[src/rtl/lc3b_types.sv]
// Shared LC-3b pipeline types: word width, control word width and the
// occupancy state of a skid-buffered pipeline stage.
package lc3b_types;

    localparam int LC3B_WORD_W = 16;
    // Packed width of lc3b_control_word; pipeline stages size CTRL_W from this.
    localparam int LC3B_CTRL_W = 16;

    typedef enum logic [1:0] {
        PS_EMPTY = 2'd0,
        PS_ONE   = 2'd1,
        PS_FULL  = 2'd2
    } pipe_state_t;

    // Number of entries held in a given state.
    function automatic logic [1:0] state_occ(input pipe_state_t s);
        case (s)
            PS_ONE:  state_occ = 2'd1;
            PS_FULL: state_occ = 2'd2;
            default: state_occ = 2'd0;
        endcase
    endfunction

endpackage

[src/rtl/pipe_slot.sv]
// One payload register of a pipeline stage. On load it captures either the
// upstream input or the skid entry; otherwise it holds its value.
module pipe_slot #(
    parameter int W = 16
) (
    input  logic         clk,
    input  logic         reset,
    input  logic         load_i,
    input  logic         sel_skid_i,
    input  logic [W-1:0] in_d_i,
    input  logic [W-1:0] skid_d_i,
    output logic [W-1:0] q_o
);

    logic [W-1:0] data_q;

    // Capture the selected source only on load; hold otherwise.
    always_ff @(posedge clk or posedge reset) begin
        if (reset)
            data_q <= '0;
        else if (load_i)
            data_q <= sel_skid_i ? skid_d_i : in_d_i;
    end

    assign q_o = data_q;

endmodule

[src/rtl/pipe_stage_skid.sv]
// Valid/ready pipeline latch with a 2-entry skid buffer and a synchronous
// flush for branch squash. in_ready is a register, so no combinational path
// runs from out_ready back upstream.
// Optional feature: define PIPE_STAGE_BUBBLE_ZERO_EN to drive all-zero
// words/control (a NOP) downstream whenever out_valid is low.
module pipe_stage_skid
    import lc3b_types::*;
#(
    parameter int WORD_W    = LC3B_WORD_W,
    parameter int NUM_WORDS = 4,
    parameter int CTRL_W    = LC3B_CTRL_W
) (
    input  logic                        clk,
    input  logic                        reset,
    input  logic                        flush,
    input  logic                        in_valid,
    output logic                        in_ready,
    input  logic [NUM_WORDS*WORD_W-1:0] in_words,
    input  logic [CTRL_W-1:0]           in_ctrl,
    output logic                        out_valid,
    input  logic                        out_ready,
    output logic [NUM_WORDS*WORD_W-1:0] out_words,
    output logic [CTRL_W-1:0]           out_ctrl,
    output logic [1:0]                  occupancy
);

    localparam int DW = NUM_WORDS*WORD_W;
    localparam int PW = DW + CTRL_W;

    pipe_state_t state_q, state_d;
    logic        in_ready_q;
    logic        accept, drain;
    logic        load_main, main_from_skid, load_skid;
    logic [PW-1:0] in_pl, main_pl, skid_pl;

    assign in_pl = {in_ctrl, in_words};

    // An entry offered during flush is dropped even if we look ready.
    assign accept = in_valid & in_ready_q & ~flush;
    assign drain  = (state_q != PS_EMPTY) & out_ready;

    // Next state and slot load enables; flush squashes and blocks all loads
    // so payload contents stay put.
    always_comb begin
        state_d        = state_q;
        load_main      = 1'b0;
        main_from_skid = 1'b0;
        load_skid      = 1'b0;
        if (flush) begin
            state_d = PS_EMPTY;
        end else begin
            case (state_q)
                PS_EMPTY: if (accept) begin
                    load_main = 1'b1;
                    state_d   = PS_ONE;
                end
                PS_ONE: begin
                    if (accept && drain) begin
                        load_main = 1'b1;
                    end else if (accept) begin
                        load_skid = 1'b1;
                        state_d   = PS_FULL;
                    end else if (drain) begin
                        state_d   = PS_EMPTY;
                    end
                end
                PS_FULL: if (drain) begin
                    load_main      = 1'b1;
                    main_from_skid = 1'b1;
                    state_d        = PS_ONE;
                end
                default: state_d = PS_EMPTY;
            endcase
        end
    end

    // State plus the registered upstream ready.
    always_ff @(posedge clk or posedge reset) begin
        if (reset) begin
            state_q    <= PS_EMPTY;
            in_ready_q <= 1'b1;
        end else begin
            state_q    <= state_d;
            in_ready_q <= (state_d != PS_FULL);
        end
    end

    pipe_slot #(.W(PW)) u_main (
        .clk       (clk),
        .reset     (reset),
        .load_i    (load_main),
        .sel_skid_i(main_from_skid),
        .in_d_i    (in_pl),
        .skid_d_i  (skid_pl),
        .q_o       (main_pl)
    );

    pipe_slot #(.W(PW)) u_skid (
        .clk       (clk),
        .reset     (reset),
        .load_i    (load_skid),
        .sel_skid_i(1'b0),
        .in_d_i    (in_pl),
        .skid_d_i  ({PW{1'b0}}),
        .q_o       (skid_pl)
    );

    assign in_ready  = in_ready_q;
    assign out_valid = (state_q != PS_EMPTY);
    assign occupancy = state_occ(state_q);

`ifdef PIPE_STAGE_BUBBLE_ZERO_EN
    assign {out_ctrl, out_words} = out_valid ? main_pl : {PW{1'b0}};
`else
    assign {out_ctrl, out_words} = main_pl;
`endif

endmodule

[config.mk]
export PLATFORM = sky130hd
export DESIGN_NAME = pipe_stage_skid
export DESIGN_NICKNAME = d
export VERILOG_FILES = /design/src/rtl/lc3b_types.sv /design/src/rtl/pipe_slot.sv /design/src/rtl/pipe_stage_skid.sv
export SDC_FILE = /design/constraint.sdc
export NUM_CORES = 1
export LEC_CHECK = 0
export BUFFER_PORTS_ARGS = -buffer_cell sky130_fd_sc_hd__buf_2
export CAP_MARGIN = 25
export CORE_ASPECT_RATIO = 0.7
export CORE_UTILIZATION = 50
export CTS_BUF_LIST = sky130_fd_sc_hd__clkbuf_2
export DETAILED_ROUTE_END_ITERATION = 12
export PLACE_DENSITY = 0.74
export RECOVER_POWER = 100
export SYNTH_ARGS = -nofsm -noshare
export SYNTH_HDL_FRONTEND = slang
export SYNTH_HIERARCHICAL = 1
export SYNTH_SLANG_ARGS = --single-unit
[constraint.sdc]
create_clock -name clk -period 4.8 [get_ports clk]
set_input_delay 0.72 -clock clk [delete_from_list [all_inputs] [get_ports clk]]
set_output_delay 0.72 -clock clk [all_outputs]
set_load 0.03 [all_outputs]
==> metrics.md, run 1 <==
| Metric | Value |
|---|---|
| Status | `finished, violations left` |
| Violations in the final reports | `max-capacitance violations, max-slew violations` |
| Die Span X | `150 µm` |
| Number of rows in the core area | `37` |
| Worst-case hold path end point | `state_q[1]` |
| Net Sw Frac | `38.1%` |
| Start of the worst register-to-register path | `in_ready` |
| Source-to-sink clock delay at the later pin of the worst-skew pair | `0.73 ns` |
| Part of the Yosys area used for sequential elements | `53.1%` |
| Class of the tightest hold or removal check | `input port to flop` |
| IO Pins | `169` |
| Crit Path Category | `flop to flop` |
| Worst-path cell with the longest stage delay | `a21oi_1` |
| Cts-stage hold buffer count | `1` |
| Per-cell routed wire length | `14.8 µm` |
| Clock transition at the registers of the reported paths | `approximately 0.25 ns` |
| Number of distinct library cells after synthesis | `26` |
| P_sw | `0.00146 W` |
| Reg2Reg Depth | `7` |
| Max frequency | `roughly 320 MHz` |
| Synthesized area per cell | `10.7 µm²` |
| Fin crit period | `roughly 3.1 ns` |
| Number of antenna-violating nets in the routed design | `0` |
| Initial antenna violation count | `0` |
| Count of clock tree sinks | `163` |
| Sequential fraction of design power | `51.5%` |
| Number of violations reported at the end of detailed-routing iteration 0 | `293` |
| Buffer depth of the longest clock path | `2` |
| Total standard cell area after synthesis | `approximately 7700 µm²` |
| Top Family by Delay on Critical Path | `compound AO/OA/AOI/OAI gates` |
| Capture point of the worst reg-to-reg path | `u_main/q_o[23]` |
| I/O Buffers | `168` |
| Worst Max-Slew Pin Slew | `just over 2 ns` |
| Global-route wire length before repair | `roughly 28 mm` |
| Hold Path Origin | `out_ready` |
| Final nets | `1,025` |
| CTS root buf | `clkbuf_2` |
| Leak Pwr | `4.02 nW` |
| Power density relative to cell area | `~430 nW/µm²` |
| Critical Path Start Type | `flop` |
| Resized Gates After CTS | `0` |
| Most common cell after layout, fill and taps aside | `dfrtp_1` |
| Combinational Power Share | `between 20% and 30%` |
| Maximum number of pins on one net before global-route repair | `161` |
| Via count | `5,688` |
| Final worst path period share | `approximately 64%` |
| CP Depth | `7` |
| Core region area | `approximately 15,000 µm²` |
| CTS tree | `built` |
| Cell occurring most often along the worst timing path | `a21oi_1` |
| Detailed placement HPWL | `between 10 and 15 mm` |
| Final setup viols | `0` |
| Worst IR drop on VDD | `0.218 mV` |
| Critical path, cell by cell | `nand2_1 > o2bb2a_1 > a21oi_1 > buf_16 > buf_4 > nor2_1 > a21oi_1` |
| Critical path capture point type | `flop` |
| Clock buffers created by TritonCTS | `17` |
| Floorplan die height | `106 µm` |
| Required time reported for the critical path endpoint | `~5.4 ns` |
| Total die area | `15,900 µm²` |
| Signed area change from the synthesized netlist to the final layout | `16.2%` |
| Ratio of routed vias to standard cells | `4.95` |
| Top library cells by usage in the layout, fill and taps aside | `162 x dfrtp_1, 161 x mux2i_1, 161 x a21oi_1` |
| Arrival time of the worst setup path | `3.70 ns` |
| Htree depth | `4` |
| Proportion of layout cells with a drive suffix above 1 | `13.7%` |
| Max-Slew Margin vs Limit | `-37.9%` |
| Total Routing Usage GR | `22.2%` |
| Critical Path Fanout Max | `29` |
| Vias in the first global route | `5,551` |
| Max Clock Skew | `0.0389 ns` |
| Final sum of negative setup slack | `0 ns` |
| Setup repair after global routing missed its margin | `no` |
| Cell count after placement | `1,114` |
| Flip-flop and latch count after synthesis | `between 150 and 200` |
| Max incr delay on CP | `1.07 ns` |
| Aggregate routed wire length | `17.0 mm` |
| Non-filler instance count after layout | `1,149` |
| Slew Limit Fails | `85` |
| First-pass DRT Iterations | `5` |
| Total buffers and inverters traversed by the critical path | `2` |
| Post-synthesis cell count | `718` |
| Total congestion overflow | `0` |
| Register-to-register path setup slack | `1.72 ns` |
| DRC violation count after routing | `0` |
| Power Internal | `roughly 0.0024 W` |
| Total setup buffers inserted after CTS | `0` |
| Yosys warnings | `6` |
| Worst hold stages | `2` |
| Power share of the clock group | `21.7%` |
| Placer's final routability congestion estimate | `0.797` |
| Utilization of the core after routing | `60.0%` |
| Initial Util | `between 50 and 60%` |
| Max-Cap Viols | `2` |
| Number of failing hold endpoints at the final stage | `0` |
synthesized netlist by cell type, drive strengths merged:
cell | instances | area share [%]
nor3 | 1 | 0.065
nor2b | 2 | 0.20
o22ai | 1 | 0.16
a21oi | 161 | 10
nand2 | 1 | 0.049
conb | 1 | 0.049
nand3 | 1 | 0.13
buf | 42 | 5.1
mux2i | 161 | 21
dfstp | 1 | 0.34
a211oi | 1 | 0.098
nor3b | 1 | 0.098
clkbuf | 12 | 0.59
a211o | 1 | 0.11
nor2 | 160 | 7.8
nand2b | 1 | 0.11
dfrtp | 162 | 53
o2bb2a | 1 | 0.26
or2 | 2 | 0.20
inv | 4 | 0.20
nand4b | 1 | 0.11
sequential cells by signal, summed over array words and instances, names as in the netlist:
name and count:
u_skid/q_o 80, u_main/q_o 80, in_ready 1, state_q 2
metrics by stage:
stage	total power, W	hold slack, ns	setup slack [ns]	cell area (µm²)
finish	0.00384	0.228	1.72	8920
global route	0.00409	0.144	1.42	8910
CTS	0.00391	0.163	2.22	9030
detailed placement	0.00308	0.504	2.02	8740
global placement	0.00303	0.498	2.14	8740
floorplan	0.00274	0.473	2.03	7980
metal layers:
layer	vias up	wire length [µm]	GRT usage (%)
li1	2850	-	-
met1	2692	8340	31.5
met2	135	7590	33.9
met3	11	912	5.41
met4	0	126	6.35
met5	-	0	0
cell families (layout without fill, tap and decap cells):
logic type | after synthesis | count (layout) | synth area share (%)
buf+inv | 58 | 213 | 5.90
compound gates | 165 | 165 | 11.1
simple gates | 170 | 170 | 8.78
other cells | 1 | 82 | 0.0488
flops | 163 | 163 | 53.1
mux | 161 | 161 | 21.0
layout make-up:
class                   count  area, µm²
repair buffers            177        858
well taps                 195        244
clock inverters            15        195
fillers                  1341       5940
multi-input cells         577       3430
inverters                   4       17.5
flip-flops and latches    163       4080
diodes                      1       2.50
clock buffers              17       85.1
power groups by stage:
stage / Sequential [W] / Combinational [W] / Clock, W
after floorplan: 0.00225 / 0.000487 / 0
after global placement: 0.00200 / 0.00104 / 0
after detailed placement: 0.00200 / 0.00107 / 0
after CTS: 0.00198 / 0.00107 / 0.000861
after global routing: 0.00203 / 0.00114 / 0.000917
final: 0.00198 / 0.00103 / 0.000835
how the worst max path moves through the flow:
stage,start,endpoint,slack (ns)
after floorplan,reset,u_main/q_o[0],2.03
after global placement,in_valid,u_main/q_o[43],2.14
after detailed placement,in_valid,u_main/q_o[23],2.02
after CTS,in_ready,u_main/q_o[23],2.22
after global routing,reset,u_main/q_o[12],1.42
final,in_ready,u_main/q_o[23],1.72
No activity file was read; power rests on OpenSTA's default activity.
==> run 2: changes to the inputs <==
--- a/config.mk
+++ b/config.mk
@@ -11,7 +11,7 @@
 export CORE_UTILIZATION = 50
 export CTS_BUF_LIST = sky130_fd_sc_hd__clkbuf_2
 export DETAILED_ROUTE_END_ITERATION = 12
-export PLACE_DENSITY = 0.74
+export PLACE_DENSITY = 0.77
 export RECOVER_POWER = 100
 export SYNTH_ARGS = -nofsm -noshare
 export SYNTH_HDL_FRONTEND = slang
==> constraint.sdc (replaced) <==
create_clock -name clk -period 2.5 [get_ports clk]
set_input_delay 0.375 -clock clk [delete_from_list [all_inputs] [get_ports clk]]
set_output_delay 0.375 -clock clk [all_outputs]
set_load 0.03 [all_outputs]
==> metrics.md, run 2 (synthesized netlist as in run 1, its figures left out) <==
| Metric | Value |
|---|---|
| Status | `finished, violations left` |
| Violations in the final reports | `max-capacitance violations, max-slew violations` |
| Setup repair after global routing missed its margin | `no` |
| Power density relative to cell area | `734 nW/µm²` |
| Initial Util | `51.7%` |
| Core region area | `14,900 µm²` |
| Final worst path period share | `87.6%` |
| Fin crit period | `2.19 ns` |
| Class of the tightest hold or removal check | `input port to asynchronous set/reset pin` |
| Ratio of routed vias to standard cells | `4.96` |
| Signed area change from the synthesized netlist to the final layout | `27.0%` |
| Global-route wire length before repair | `29.9 mm` |
| Count of clock tree sinks | `~160` |
| Detailed placement HPWL | `~11 mm` |
| Initial antenna violation count | `0` |
| Crit Path Category | `flop to flop` |
| Top library cells by usage in the layout, fill and taps aside | `162 x dfrtp_1, 161 x mux2i_1, 160 x nor2_1, 160 x a21oi_1, 87 x clkbuf_1` |
| Final nets | `1,116` |
| Maximum number of pins on one net before global-route repair | `just over 80` |
| Total Routing Usage GR | `between 20% and 30%` |
| CTS tree | `built` |
| Required time reported for the critical path endpoint | `3.10 ns` |
| Total die area | `15,900 µm²` |
| Slew Limit Fails | `43` |
| Total area of sequential cells | `between 4000 and 5000 µm²` |
| Count of antenna diodes in the layout | `0` |
| Source-to-sink clock delay at the later pin of the worst-skew pair | `~0.70 ns` |
| Via count | `6,148` |
| Floorplan die height | `106 µm` |
| Critical path capture point type | `flop` |
| Worst Max-Slew Pin Slew | `1.87 ns` |
| Die Span X | `about 150 µm` |
| Critical Path Fanout Max | `44` |
| Fin Hold WS | `between 0.1 and 0.15 ns` |
| Aggregate routed wire length | `18.3 mm` |
| Arrival time of the worst setup path | `2.79 ns` |
| DRC violation count after routing | `0` |
| Max-Slew Margin vs Limit | `-24.5%` |
| Final setup viols | `0` |
| Clock buffers created by TritonCTS | `17` |
| Total congestion overflow | `0` |
| IO Pins | `169` |
| Worst-case setup margin in the final layout | `0.309 ns` |
| I/O Buffers | `168` |
| Number of violations reported at the end of detailed-routing iteration 0 | `444` |
| Placer's final routability congestion estimate | `0.781` |
| Max-Cap Viols | `1` |
| Most common cell after layout, fill and taps aside | `dfrtp_1` |
| Clock transition at the registers of the reported paths | `0.20 ns` |
| Per-cell routed wire length | `14.8 µm` |
| Number of rows in the core area | `37` |
| Final sum of negative setup slack | `0 ns` |
| Buffer depth of the longest clock path | `2` |
| Max frequency | `456 MHz` |
| Multi-input logic area | `3430 µm²` |
| Critical Path Start Type | `flop` |
| Htree depth | `4` |
| Proportion of layout cells with a drive suffix above 1 | `12.8%` |
| CTS root buf | `clkbuf_2` |
| Number of failing hold endpoints at the final stage | `0` |
| Resized Gates After CTS | `0` |
| Leak Pwr | `4.37 nW` |
| Worst IR drop on VDD | `slightly below 0.5 mV` |
| Vias in the first global route | `6,150` |
| Post-placement setup slack | `0.434 ns` |
| First-pass DRT Iterations | `6` |
| Number of antenna-violating nets in the routed design | `0` |
| Fill cell total of the finished layout | `1,258` |
| Max Clock Skew | `0.0518 ns` |
run 2: changes by cell type in the layout (fill, tap and decap cells not counted), moves of 2 or more:
cell | previous run | this run
dlygate4sd3_1 | 1 | 84
buf_12 | 3 | 8
bufinv_16 | 3 | 0
clkbuf_1 | 84 | 87
clkinvlp_4 | 3 | 6
buf_4 | 2 | 4
clkbuf_2 | 19 | 21
inv_6 | 6 | 4
run 2: cell type report:
| class | instances | share of cell area, % |
|---|---|---|
| flip-flops and latches | 163 | 41.8 |
| multi-input cells | 577 | 35.2 |
| repair buffers | 268 | 18.3 |
| well taps | 195 | 2.50 |
| clock inverters | 13 | 1.04 |
| clock buffers | 19 | 0.975 |
| inverters | 4 | 0.167 |
run 2: final timing paths:
path / from / endpoint / slack [ns] / depth (start not counted)
max: state_q[1] / u_main/q_o[36] / 0.31 / 6
min: reset / state_q[0] / 0.13 / 3
max reg2reg: state_q[1] / u_main/q_o[36] / 0.31 / 6
min reg2reg: u_skid/q_o[26] / u_main/q_o[26] / 0.54 / 2
max in group asynchronous: reset / u_main/q_o[45] / 0.53 / 4
min in group clk: in_words[7] / u_main/q_o[7] / 0.49 / 4
run 2: worst max-delay path, stage by stage, from the launching register on:
cell	delay, ns
dfrtp_1	0.48
or2_4	0.25
o2bb2a_1	0.34
a21oi_4	0.55
buf_12	0.29
nor2_1	0.07
a21oi_1	0.12
run 2: repair_timing:
action	CTS	global route
hold buffers	84	0
endpoints found under the hold margin	230	0
setup buffers	0	0
run 2: report_power, final:
group	switching (W)	total [W]	internal, W
sequential	0.000435	0.00381	0.00338
clock	0.000963	0.00124	0.000275
combinational	0.00141	0.00211	0.000701
total	0.00280	0.00716	0.00436
run 2: per-layer routing:
metal  wire length (µm)  GRT usage, %
met2               8430          38.5
met4                170          5.70
met5                  0             0
met3                841          5.37
met1               8890          33.4
run 2: stage by stage:
step / cell area (µm²) / std cells / utilization [%] / power, W
after detailed placement: 8870 / 1123 / 59.7 / 0.00594
after CTS: 9910 / 1239 / 66.7 / 0.00728
after global placement: 8870 / 1123 / 59.7 / 0.00583
final: 9750 / 1239 / 65.6 / 0.00716
after floorplan: 7980 / 798 / - / 0.00526
after global routing: 9750 / 1239 / 65.6 / 0.00763
==> run 3: changes to the inputs <==
--- a/config.mk
+++ b/config.mk
@@ -5,13 +5,14 @@
 export SDC_FILE = /design/constraint.sdc
 export NUM_CORES = 1
 export LEC_CHECK = 0
+export ABC_AREA = 1
 export BUFFER_PORTS_ARGS = -buffer_cell sky130_fd_sc_hd__buf_2
 export CAP_MARGIN = 25
 export CORE_ASPECT_RATIO = 0.7
 export CORE_UTILIZATION = 50
 export CTS_BUF_LIST = sky130_fd_sc_hd__clkbuf_2
 export DETAILED_ROUTE_END_ITERATION = 12
-export PLACE_DENSITY = 0.77
+export PLACE_DENSITY = 0.76
 export RECOVER_POWER = 100
 export SYNTH_ARGS = -nofsm -noshare
 export SYNTH_HDL_FRONTEND = slang
==> metrics.md, run 3 <==
| Metric | Value |
|---|---|
| Max Clock Skew | `0.0377 ns` |
| Placer's final routability congestion estimate | `0.795` |
| Buffer depth of the longest clock path | `2` |
| Critical Path Start Type | `flop` |
| Max frequency | `478 MHz` |
| Critical path capture point type | `output pin` |
| Post-synthesis cell count | `1,388` |
| Async set or reset register ratio after synthesis | `100%` |
| Total congestion overflow | `0` |
| Resized Gates After CTS | `0` |
| Vias in the first global route | `about 8,200` |
| Critical path, cell by cell | `inv_1 > nand2_4 > clkbuf_1` |
| Non-filler instance count after layout | `1,927` |
| Utilization of the core after routing | `63.9%` |
| Violations in the final reports | `max-capacitance violations, max-slew violations` |
| Worst IR drop on VDD | `0.369 mV` |
| Signed area change from the synthesized netlist to the final layout | `22.6%` |
| Critical Path Fanout Max | `5` |
| Register-to-register path setup slack | `slightly above 0.4 ns` |
| Count of clock tree sinks | `between 150 and 200` |
| Clock transition at the registers of the reported paths | `roughly 0.21 ns` |
| Initial Util | `a little over half` |
| Top Family by Delay on Critical Path | `flip-flops` |
| Fin crit period | `about 2.1 ns` |
| Class of the tightest hold or removal check | `input port to flop` |
| Power Internal | `approximately 0.0044 W` |
| Destination of the critical timing path | `out_valid` |
| Core region area | `between 15,000 and 20,000 µm²` |
| Cell count after placement | `~1,800` |
| Worst-case setup margin in the final layout | `0.407 ns` |
| Number of rows in the core area | `40` |
| Per-cell routed wire length | `12.2 µm` |
| Source-to-sink clock delay at the later pin of the worst-skew pair | `0.73 ns` |
| CTS tree | `built` |
| Status | `finished, violations left` |
| Die Span X | `163 µm` |
| Yosys warnings | `6` |
| Start of the worst register-to-register path | `in_ready` |
| CTS root buf | `clkbuf_2` |
| I/O Buffers | `168` |
| Count of antenna diodes in the layout | `0` |
| Slew Limit Fails | `42` |
| CP Depth | `3` |
| DRC violation count after routing | `0` |
| Critical path launch point | `state_q[1]` |
| Proportion of netlist area held by the largest area contributor | `44.5%` |
| Power share of the clock group | `approximately 18%` |
| Power density relative to cell area | `between 600 and 700 nW/µm²` |
| Proportion of layout cells with a drive suffix above 1 | `7.96%` |
| IO Pins | `169` |
| Arrival time of the worst setup path | `1.72 ns` |
| Placed cell area | `10,300 µm²` |
| Aggregate routed wire length | `23.5 mm` |
| Combinational Power Share | `31.2%` |
| Worst Max-Slew Pin Slew | `1.83 ns` |
| First-pass DRT Iterations | `7` |
| Clock buffers created by TritonCTS | `17` |
| Number of antenna-violating nets in the routed design | `0` |
| Final nets | `~1,800` |
| Cell with the most instances after synthesis | `nand2_1` |
| Net Sw Frac | `between 30% and 40%` |
| Capture point of the worst reg-to-reg path | `u_skid/q_o[76]` |
| Reg2Reg Depth | `8` |
| Total standard cell area after synthesis | `between 9000 and 10,000 µm²` |
| Max incr delay on CP | `0.47 ns` |
| Number of failing hold endpoints at the final stage | `0` |
| Number of distinct library cells after synthesis | `17` |
| Largest area contributor in the netlist | `dfrtp_1` |
| Synthesized area per cell | `between 6 and 7 µm²` |
| Sequential fraction of design power | `51.2%` |
| Crit Path Category | `flop to output pin` |
| Total buffers and inverters traversed by the critical path | `2` |
| Max-Cap Viols | `1` |
| P_sw | `a little under 0.003 W` |
| Number of synthesized flops with an enable pin | `0` |
| Detailed placement HPWL | `14.1 mm` |
| Ratio of routed vias to standard cells | `4.50` |
| Top area cells in the synthesized netlist | `dfrtp_1 45%, nand2_1 27%, inv_1 13%` |
| Maximum number of pins on one net before global-route repair | `between 80 and 90` |
| Htree depth | `4` |
| Number of violations reported at the end of detailed-routing iteration 0 | `between 600 and 700` |
| Leak Pwr | `6.39 nW` |
| Most common cell after layout, fill and taps aside | `nand2_1` |
| Floorplan die height | `115 µm` |
| Final worst path period share | `83.7%` |
| Initial antenna violation count | `0` |
| Total Routing Usage GR | `26.2%` |
| Top FF cell, synth | `dfrtp_1` |
| Max-Slew Margin vs Limit | `-22.4%` |
| Flip-flop and latch count after synthesis | `163` |
| Design area | `roughly 11,000 µm²` |
| Top post-synthesis cells by count | `651 x nand2_1, 325 x inv_1, 162 x dfrtp_1, 160 x nand3_1, 50 x buf_2` |
| Global-route wire length before repair | `39.0 mm` |
| Post-placement setup slack | `0.569 ns` |
| Via count | `8,670` |
| Setup repair after global routing missed its margin | `no` |
| Worst-path cell with the longest stage delay | `dfrtp_1` |
| Final setup viols | `0` |
| Final sum of negative setup slack | `0 ns` |
| Part of the Yosys area used for sequential elements | `44.8%` |
| Total die area | `18,800 µm²` |
| Top library cells by usage in the layout, fill and taps aside | `651 x nand2_1, 325 x inv_1, 162 x dfrtp_1` |
| Required time reported for the critical path endpoint | `2.12 ns` |
==> run 3: through the flow <==
stage / hold WS, ns / power, W
after floorplan: 0.128 / 0.00537
after global placement: 0.283 / 0.00596
after detailed placement: 0.286 / 0.00603
after CTS: 0.00175 / 0.00743
after global routing: 0.000898 / 0.00784
final: 0.0652 / 0.00733
==> run 3: cells by family (layout without fill, tap and decap cells) <==
group                  after synthesis  after routing  share of synthesized area (%)
and+or+nand+nor                    821            821                           36.2
buffers and inverters              400            628                           18.7
DFF                                163            163                           44.8
AOI/OAI and AO/OA                    3              3                          0.206
other                                1             81                         0.0412
==> run 3: area by class of cell <==
cell class              count  area (µm²)
flip-flops and latches    163        4080
repair buffers            265        1720
inverters                 332        1260
multi-input cells         905        3620
fillers                  1659        6310
well taps                 231         289
clock buffers              21         105
clock inverters            10        87.6
==> run 3: worst reg2reg max path: cells and delay by family, from the launching register on <==
kind | cells | cell delay, ns
buffers and inverters | 2 | 0.65
flip-flops | 1 | 0.58
AND/OR/NAND/NOR | 6 | 0.76
==> run 3: worst min path at each step <==
stage / startpoint / to / slack (ns) / cells after the start
floorplan: reset / state_q[0] / 0.13 / 1
global placement: reset / state_q[1] / 0.28 / 2
detailed placement: reset / state_q[0] / 0.29 / 2
CTS: in_valid / state_q[0] / 0.002 / 6
global route: in_valid / state_q[1] / 0.0009 / 5
finish: in_valid / state_q[1] / 0.07 / 5
==> run 3: what timing repair did <==
action	in CTS	in global routing
setup endpoints to repair	0	0
hold buffers	84	0
hold endpoints to repair	264	0
buffers inserted	0	0
==> run 3: power by group through the flow <==
| stage | logic, W | clock network, W | registers (W) |
|---|---|---|---|
| global route | 0.00257 | 0.00144 | 0.00384 |
| floorplan | 0.00111 | 0 | 0.00426 |
| finish | 0.00229 | 0.00129 | 0.00375 |
| global placement | 0.00218 | 0 | 0.00378 |
| detailed placement | 0.00225 | 0 | 0.00378 |
| CTS | 0.00235 | 0.00134 | 0.00374 |
==> run 3: layer usage <==
metal / global-route usage (%) / vias up / wire [µm]
li1: - / 4474 / -
met1: 35.4 / 3871 / 11100
met2: 43.3 / 291 / 10500
met3: 4.29 / 34 / 1510
met4: 8.04 / 0 / 368
met5: 0 / - / 0
